<file path="config.mk">
export PLATFORM = sky130hd
export DESIGN_NAME = irq_ctrl
export DESIGN_NICKNAME = d
export VERILOG_FILES = /design/src/rtl/irq_ctrl.sv
export SDC_FILE = /design/constraint.sdc
export NUM_CORES = 1
export LEC_CHECK = 0
export ABC_AREA = 0
export CORE_ASPECT_RATIO = 0.75
export CORE_MARGIN = 2
export CORE_UTILIZATION = 40
export DETAILED_ROUTE_END_ITERATION = 12
export PLACE_DENSITY = 0.7
export SLEW_MARGIN = 20
export SYNTH_ARGS = -nofsm -noshare
export SYNTH_HDL_FRONTEND = slang
export SYNTH_SLANG_ARGS = --single-unit
</file>
<file path="constraint.sdc">
create_clock -name clk -period 3.3 [get_ports clk]
set_input_delay 0.495 -clock clk [delete_from_list [all_inputs] [get_ports clk]]
set_output_delay 0.495 -clock clk [all_outputs]
set_load 0.05 [all_outputs]
</file>
<file path="src/rtl/irq_ctrl.sv">
// irq_ctrl: memory-mapped interrupt controller for the pipelined core.
//
// Edge-detects NUM_SRC external request lines, runs a free-running machine
// timer with a compare register, and latches pending requests. Pending and
// enabled requests raise a one-cycle `interrupt` pulse. Further pulses are
// held off until software writes CLAIM to complete the handled request.
//
// Ports:
//   clk        core clock
//   reset      asynchronous, active-high reset
//   irq_src    external request lines (rising-edge sensitive, clk-synchronous)
//   addr       byte address of register (bits [1:0] ignored)
//   wdata      write data
//   we         write strobe
//   re         read strobe
//   rdata      combinational read data, 0 when re=0
//   interrupt  one-cycle request pulse to the core
//
// Register map (word index = addr[4:2]):
//   0 PENDING  (R, write-1-to-clear)    1 ENABLE  (RW)
//   2 MTIME    (RW)                     3 MTIMECMP (RW)
//   4 CLAIM    (read claims lowest active ID, write completes)
module irq_ctrl #(
  parameter int NUM_SRC = 4
) (
  input  logic               clk,
  input  logic               reset,
  input  logic [NUM_SRC-1:0] irq_src,
  input  logic [4:0]         addr,
  input  logic [31:0]        wdata,
  input  logic               we,
  input  logic               re,
  output logic [31:0]        rdata,
  output logic               interrupt
);

  localparam int NW = NUM_SRC + 1;  // external sources plus the timer

  localparam logic [2:0] SEL_PENDING  = 3'd0;
  localparam logic [2:0] SEL_ENABLE   = 3'd1;
  localparam logic [2:0] SEL_MTIME    = 3'd2;
  localparam logic [2:0] SEL_MTIMECMP = 3'd3;
  localparam logic [2:0] SEL_CLAIM    = 3'd4;

  typedef enum logic [1:0] {
    IDLE = 2'd0,
    FIRE = 2'd1,
    WAIT = 2'd2
  } state_t;

  state_t             state_reg, state_next;
  logic               interrupt_reg;
  logic [NUM_SRC-1:0] src_q_reg;
  logic [NW-1:0]      pending_reg, pending_next;
  logic [NW-1:0]      enable_reg;
  logic [31:0]        mtime_reg, mtimecmp_reg;

  logic [2:0]         reg_sel;
  logic               wr_pending, wr_enable, wr_mtime, wr_mtimecmp, wr_claim, rd_claim;
  logic [NW-1:0]      set_vec;
  logic [NW-1:0]      active;
  logic               claim_found;
  logic [4:0]         claim_id;
  logic [NW-1:0]      claim_onehot;
  logic               unused_addr_bits;

  assign reg_sel          = addr[4:2];
  assign unused_addr_bits = ^addr[1:0];

  assign wr_pending  = we && (reg_sel == SEL_PENDING);
  assign wr_enable   = we && (reg_sel == SEL_ENABLE);
  assign wr_mtime    = we && (reg_sel == SEL_MTIME);
  assign wr_mtimecmp = we && (reg_sel == SEL_MTIMECMP);
  assign wr_claim    = we && (reg_sel == SEL_CLAIM);
  assign rd_claim    = re && (reg_sel == SEL_CLAIM);

  // Set requests: one rising-edge detector per external line, plus the timer
  // match on the registered MTIME/MTIMECMP values.
  generate
    for (genvar gi = 0; gi < NUM_SRC; gi++) begin : g_edge
      assign set_vec[gi] = irq_src[gi] & ~src_q_reg[gi];
    end
  endgenerate
  assign set_vec[NUM_SRC] = (mtime_reg == mtimecmp_reg);

  assign active = pending_reg & enable_reg;

  // Lowest-index active request. Scanning from the top down lets the last
  // hit (the lowest index) overwrite any earlier one.
  always_comb begin
    claim_found  = 1'b0;
    claim_id     = '0;
    claim_onehot = '0;
    for (int i = NW - 1; i >= 0; i--) begin
      if (active[i]) begin
        claim_found     = 1'b1;
        claim_id        = 5'(i);
        claim_onehot    = '0;
        claim_onehot[i] = 1'b1;
      end
    end
  end

  // Clears are applied first so a same-cycle set always wins.
  always_comb begin
    pending_next = pending_reg;
    if (wr_pending) begin
      pending_next = pending_next & ~wdata[NW-1:0];
    end
    if (rd_claim && claim_found) begin
      pending_next = pending_next & ~claim_onehot;
    end
    pending_next = pending_next | set_vec;
  end

  always_comb begin
    state_next = state_reg;
    case (state_reg)
      IDLE:    if (|active) state_next = FIRE;
      FIRE:    state_next = WAIT;
      WAIT:    if (wr_claim) state_next = IDLE;
      default: state_next = IDLE;
    endcase
  end

  // interrupt is registered from the next-state decode, so it is high for
  // exactly the cycle the FSM spends in FIRE and cannot glitch.
  always_ff @(posedge clk or posedge reset) begin
    if (reset) begin
      state_reg     <= IDLE;
      interrupt_reg <= 1'b0;
    end else begin
      state_reg     <= state_next;
      interrupt_reg <= (state_next == FIRE);
    end
  end

  always_ff @(posedge clk or posedge reset) begin
    if (reset) begin
      src_q_reg    <= '0;
      pending_reg  <= '0;
      enable_reg   <= '0;
      mtime_reg    <= '0;
      mtimecmp_reg <= 32'hFFFF_FFFF;
    end else begin
      src_q_reg   <= irq_src;
      pending_reg <= pending_next;
      if (wr_enable) begin
        enable_reg <= wdata[NW-1:0];
      end
      // A software load replaces the increment for that cycle.
      mtime_reg <= wr_mtime ? wdata : mtime_reg + 32'd1;
      if (wr_mtimecmp) begin
        mtimecmp_reg <= wdata;
      end
    end
  end

  always_comb begin
    rdata = '0;
    if (re) begin
      case (reg_sel)
        SEL_PENDING:  rdata = 32'(pending_reg);
        SEL_ENABLE:   rdata = 32'(enable_reg);
        SEL_MTIME:    rdata = mtime_reg;
        SEL_MTIMECMP: rdata = mtimecmp_reg;
        SEL_CLAIM:    rdata = claim_found ? 32'(claim_id) : 32'hFFFF_FFFF;
        default:      rdata = '0;
      endcase
    end
  end

  assign interrupt = interrupt_reg;

endmodule
</file>
Word-level counts from Yosys, hierarchy flattened
Cells that the tools add are included. W data, S select, Z words.

Register bits after elaboration: 81. Input port bits: 45. Output and inout bits: 33. Word-level logic and storage cells: 64.

Add/subtract/negate cells: 1. Equal/unequal tests: 8. Multiplexer cells: 24. Bitwise logic cells: 14. Reduce and logical (&&, ||, !) cells: 10.

Operator list (number): $pmux W32 S5 (1); $mux W32 (3); $mux W5 (11); $add A32 B1 Y32 const B (1); $eq A32 B32 Y1 (1); $and A5 B5 Y5 (3); $not A5 Y5 (2); $logic_and A1 B1 Y1 (7); $eq A3 B2 Y1 const B (2); $pmux W2 S3 (1); $mux W1 (5); $or A5 B5 Y5 (1); $reduce_or A5 Y1 (1); $and A1 B1 Y1 (4); $eq A2 B1 Y1 const B (2); $mux W2 (2); $not A1 Y1 (4); $eq A3 B1 Y1 const B (1); $eq A3 B3 Y1 const B (1); $logic_not A3 Y1 (1); $mux W3 (1); $eq A2 B2 Y1 const B (1); $logic_not A2 Y1 (1).

Depth between registers and ports, before layout
Word-level depth: 10. Mapped depth: 7. Depth with buffers taken out: 5.

Worst setup path before layout
Ideal clock, no wire load.

Path type: input to output. Start point: input addr[3]. End point: output rdata[0]. Arrival time: 2402 ps. Data required time: 2805 ps. Path slack: 403 ps. Stages on the path: 6. Buffers on the path: 2. Path through: clkbuf_1 -> nor3b_1 -> and2_1 -> nand3_1 -> clkbuf_1 -> a31oi_1.

Word-level cells in the longest chain between the ends: 3. Elaborated cells between the ends (all ways): 7. Those cells by class: 4 x eq/ne; 2 x mux; 1 x reduce/logical.

Ends and longest elaborated chain: from (decl) (line 29) `input logic [4:0] addr,`; $eq A3 B3 Y1, or another cell as far along (line 162) `case (reg_sel)`; $pmux W32 S5 (*) (line 162); $mux W32 (*) (line 161) `if (re) begin`; to (decl) (line 33) `output logic [31:0] rdata,`.

Every way passes the cells marked *; elsewhere a longest branch is shown, timed or not.

Worst setup path after layout
Start point: input addr[4]. End point: output rdata[17].

The elaborated chain is that of the path after synthesis.

==> impl_metrics.yaml <==
run_status:
  outcome: "completed"
critical_path:
  crit_family: "buffers and inverters"
  path_max_fanout: 22
  cp.arrival_ps: 2480
  worstSetupPathType: "in -> out"
  path_buf_inv: 3
  regToRegSetupSlack_ps: 620
  cpPeakStageDelay_ps: 470
  worstSetupEndpointType: "output pin"
  required_ps: 2800
  critPathLaunchType: "primary input"
  crit_chain: "clkdlybuf4s50_1 > nor3b_1 > and2_1 > nand3_1 > buf_4 > a21oi_1 > buf_12"
  cp_slowest_cell: "clkdlybuf4s50_1"
cts:
  numClockSinks: 81
  clk_path_buf_depth: 2
  htreeDepth: 3
  cts.reportedPaths.clkPinSlew_ps: 60
  post_cts_buffers: 0
  cts_tree: "done"
  clockRootBuffer: "clkbuf_16"
  cts-resized-gates: 0
  worstSkewPairLatency_ps: 340
  cts_buffers: 9
  hold_buffers: 0
floorplan:
  dieWidth_um: 129.8
  die-height_um: 98.38
  die_area_um2: 12770
  coreArea_um2: 11570
  ios: 78
  start_util_pct: 41.06
  std_cell_rows: 34
routing:
  met1_length_mm: 6.057
  top_layer: "met4"
  first_iter_violations: 449
  vias: 4172
  drt_wl_total_mm: 13.42
  wl_per_cell_um: 18.96
  vias_per_cell: 5.893
  drc_errors: 0
  ant_nets: 0
  detailroute.wirelength.met3_mm: 1.070
  drt_first_pass_iters: 6
  dr_wl_met2_mm: 6.091
cells_and_area:
  nFillCells: 989
  drive_gt1_share_pct: 26.92
  final_nets: 587
  layout_commonest_cell: "dfrtp_1"
  final_core_util_pct: 54.74
  area_growth_pct: 33.32
  diodes: 0
  layout_common_cells: "49 x dfrtp_1, 44 x a21oi_1, 43 x clkdlybuf4s50_1"
global_route:
  grt_usage_pct: 22.21
  grt_pass1_vias: 4075
  grt_pass1_wl_mm: 22.00
  overflow: 0
  antenna_found_initial: 0
  grt_start_max_net_pins: 48
sta:
  rsz0062_at_grt: "no"
  relSlewSlack_pct: 30.07
  drv_slew: 0
  worstMarginPinSlew_ps: 1040
  period_share_pct: 90.18
  setup_viol: 0
  period_needed_ps: 2976
  max_freq_ghz: 0.3360
  tns_ps: 0
  final_hold_viol_count: 0
  finClkSkew_ps: 6.260
synth:
  yosysTopAreaCell: "dfrtp_1"
  synthCells: 475
  ys_warn_count: 0
  syn_nets: 521
  synth_edf_count: 0
  async_flop_share_pct: 100.0
  ys_ff_latch: 81
  synth_area_leaders: "dfrtp_1 26%, dfstp_2 18%, mux2_2 9.0%"
  ys_types: 49
  synth_area_um2: 4751
  yosys.area.top_type_share_pct: 25.81
  avgSynthCellArea_um2: 10.00
  ys_seq_area_share_pct: 43.51
  synth-main-ff-cell: "dfrtp_1"
power_and_ir_drop:
  power.density_nw_per_um2: 611.0
  vdd_drop_max_mv: 0.2645
  p_leak_nw: 2.318
  power_w: 0.003870
placed_design:
  post-dp-hpwl_mm: 9.538
  gp_congestion: 0.9110
  io_buffer_count: 75
min_path:
  hold_class: "in -> async"
flow_run:
  max_cap_violations: 0
## power by group
group          internal [W]  total [W]  switching (W)
combinational      0.000597    0.00123       0.000628
sequential          0.00131    0.00165       0.000341
clock              0.000605   0.000997       0.000392
total               0.00251    0.00387        0.00136
## cells in the mapped netlist, types with 13 or more instances
cell and instances:
mux2_2 38, nand3_1 15, nor2_1 34, xnor2_1 38, a22oi_1 29, nand2_1 24, dfrtp_1 49, clkbuf_1 26
a31oi_1 21, a21oi_1 44, nand4_1 16, inv_1 13, dfstp_2 32
## metrics by stage
step           setup WS, ps  std cells  area (um2)  hold slack (ps)
2_1_floorplan         402.6        475        4751            425.6
3_3_place_gp          401.1        692        6043            438.2
3_5_place_dp          343.4        692        6043            459.8
4_1_cts               333.2        708        6334            384.6
5_1_grt               222.7        708        6334            406.3
6_report              324.2        708        6334            381.5
## cells by family after synthesis
| family | after synthesis | synth area share (%) |
|---|---|---|
| AOI/OAI and AO/OA | 123 | 16.75 |
| xor gates and xnor gates | 43 | 7.927 |
| buffers and inverters | 48 | 4.108 |
| and+or+nand+nor | 136 | 16.07 |
| DFF | 81 | 43.51 |
| adders and majority gates | 1 | 0.2633 |
| muxes | 43 | 11.38 |
## layout make-up
class | count | area, um2 | share of cell area [%]
tap | 162 | 202.7 | 3.200
inverter | 13 | 48.80 | 0.7704
timing repair buffer | 90 | 1234 | 19.48
clock inverter | 3 | 40.04 | 0.6322
sequential | 81 | 2067 | 32.64
clock buffer | 13 | 250.2 | 3.951
multi-input combinational | 346 | 2491 | 39.33
## metal layers
layer	up-vias	global-route usage, %
met5	-	0
met4	0	6.782
met3	14	5.205
met2	189	32.26
met1	2062	32.89
li1	1907	-
## final timing paths
path / startpoint / end / cells past startpoint
max in group asynchronous: reset / mtimecmp_reg[14] / 3
worst max-delay path: addr[4] / rdata[17] / 7
min in group clk: state_reg[0] / state_reg[0] / 1
worst min register to register: state_reg[0] / state_reg[0] / 1
worst min-delay path: reset / enable_reg[0] / 2
worst max register to register: mtime_reg[0] / mtime_reg[20] / 5
No activity file was read; power rests on OpenSTA's default activity.
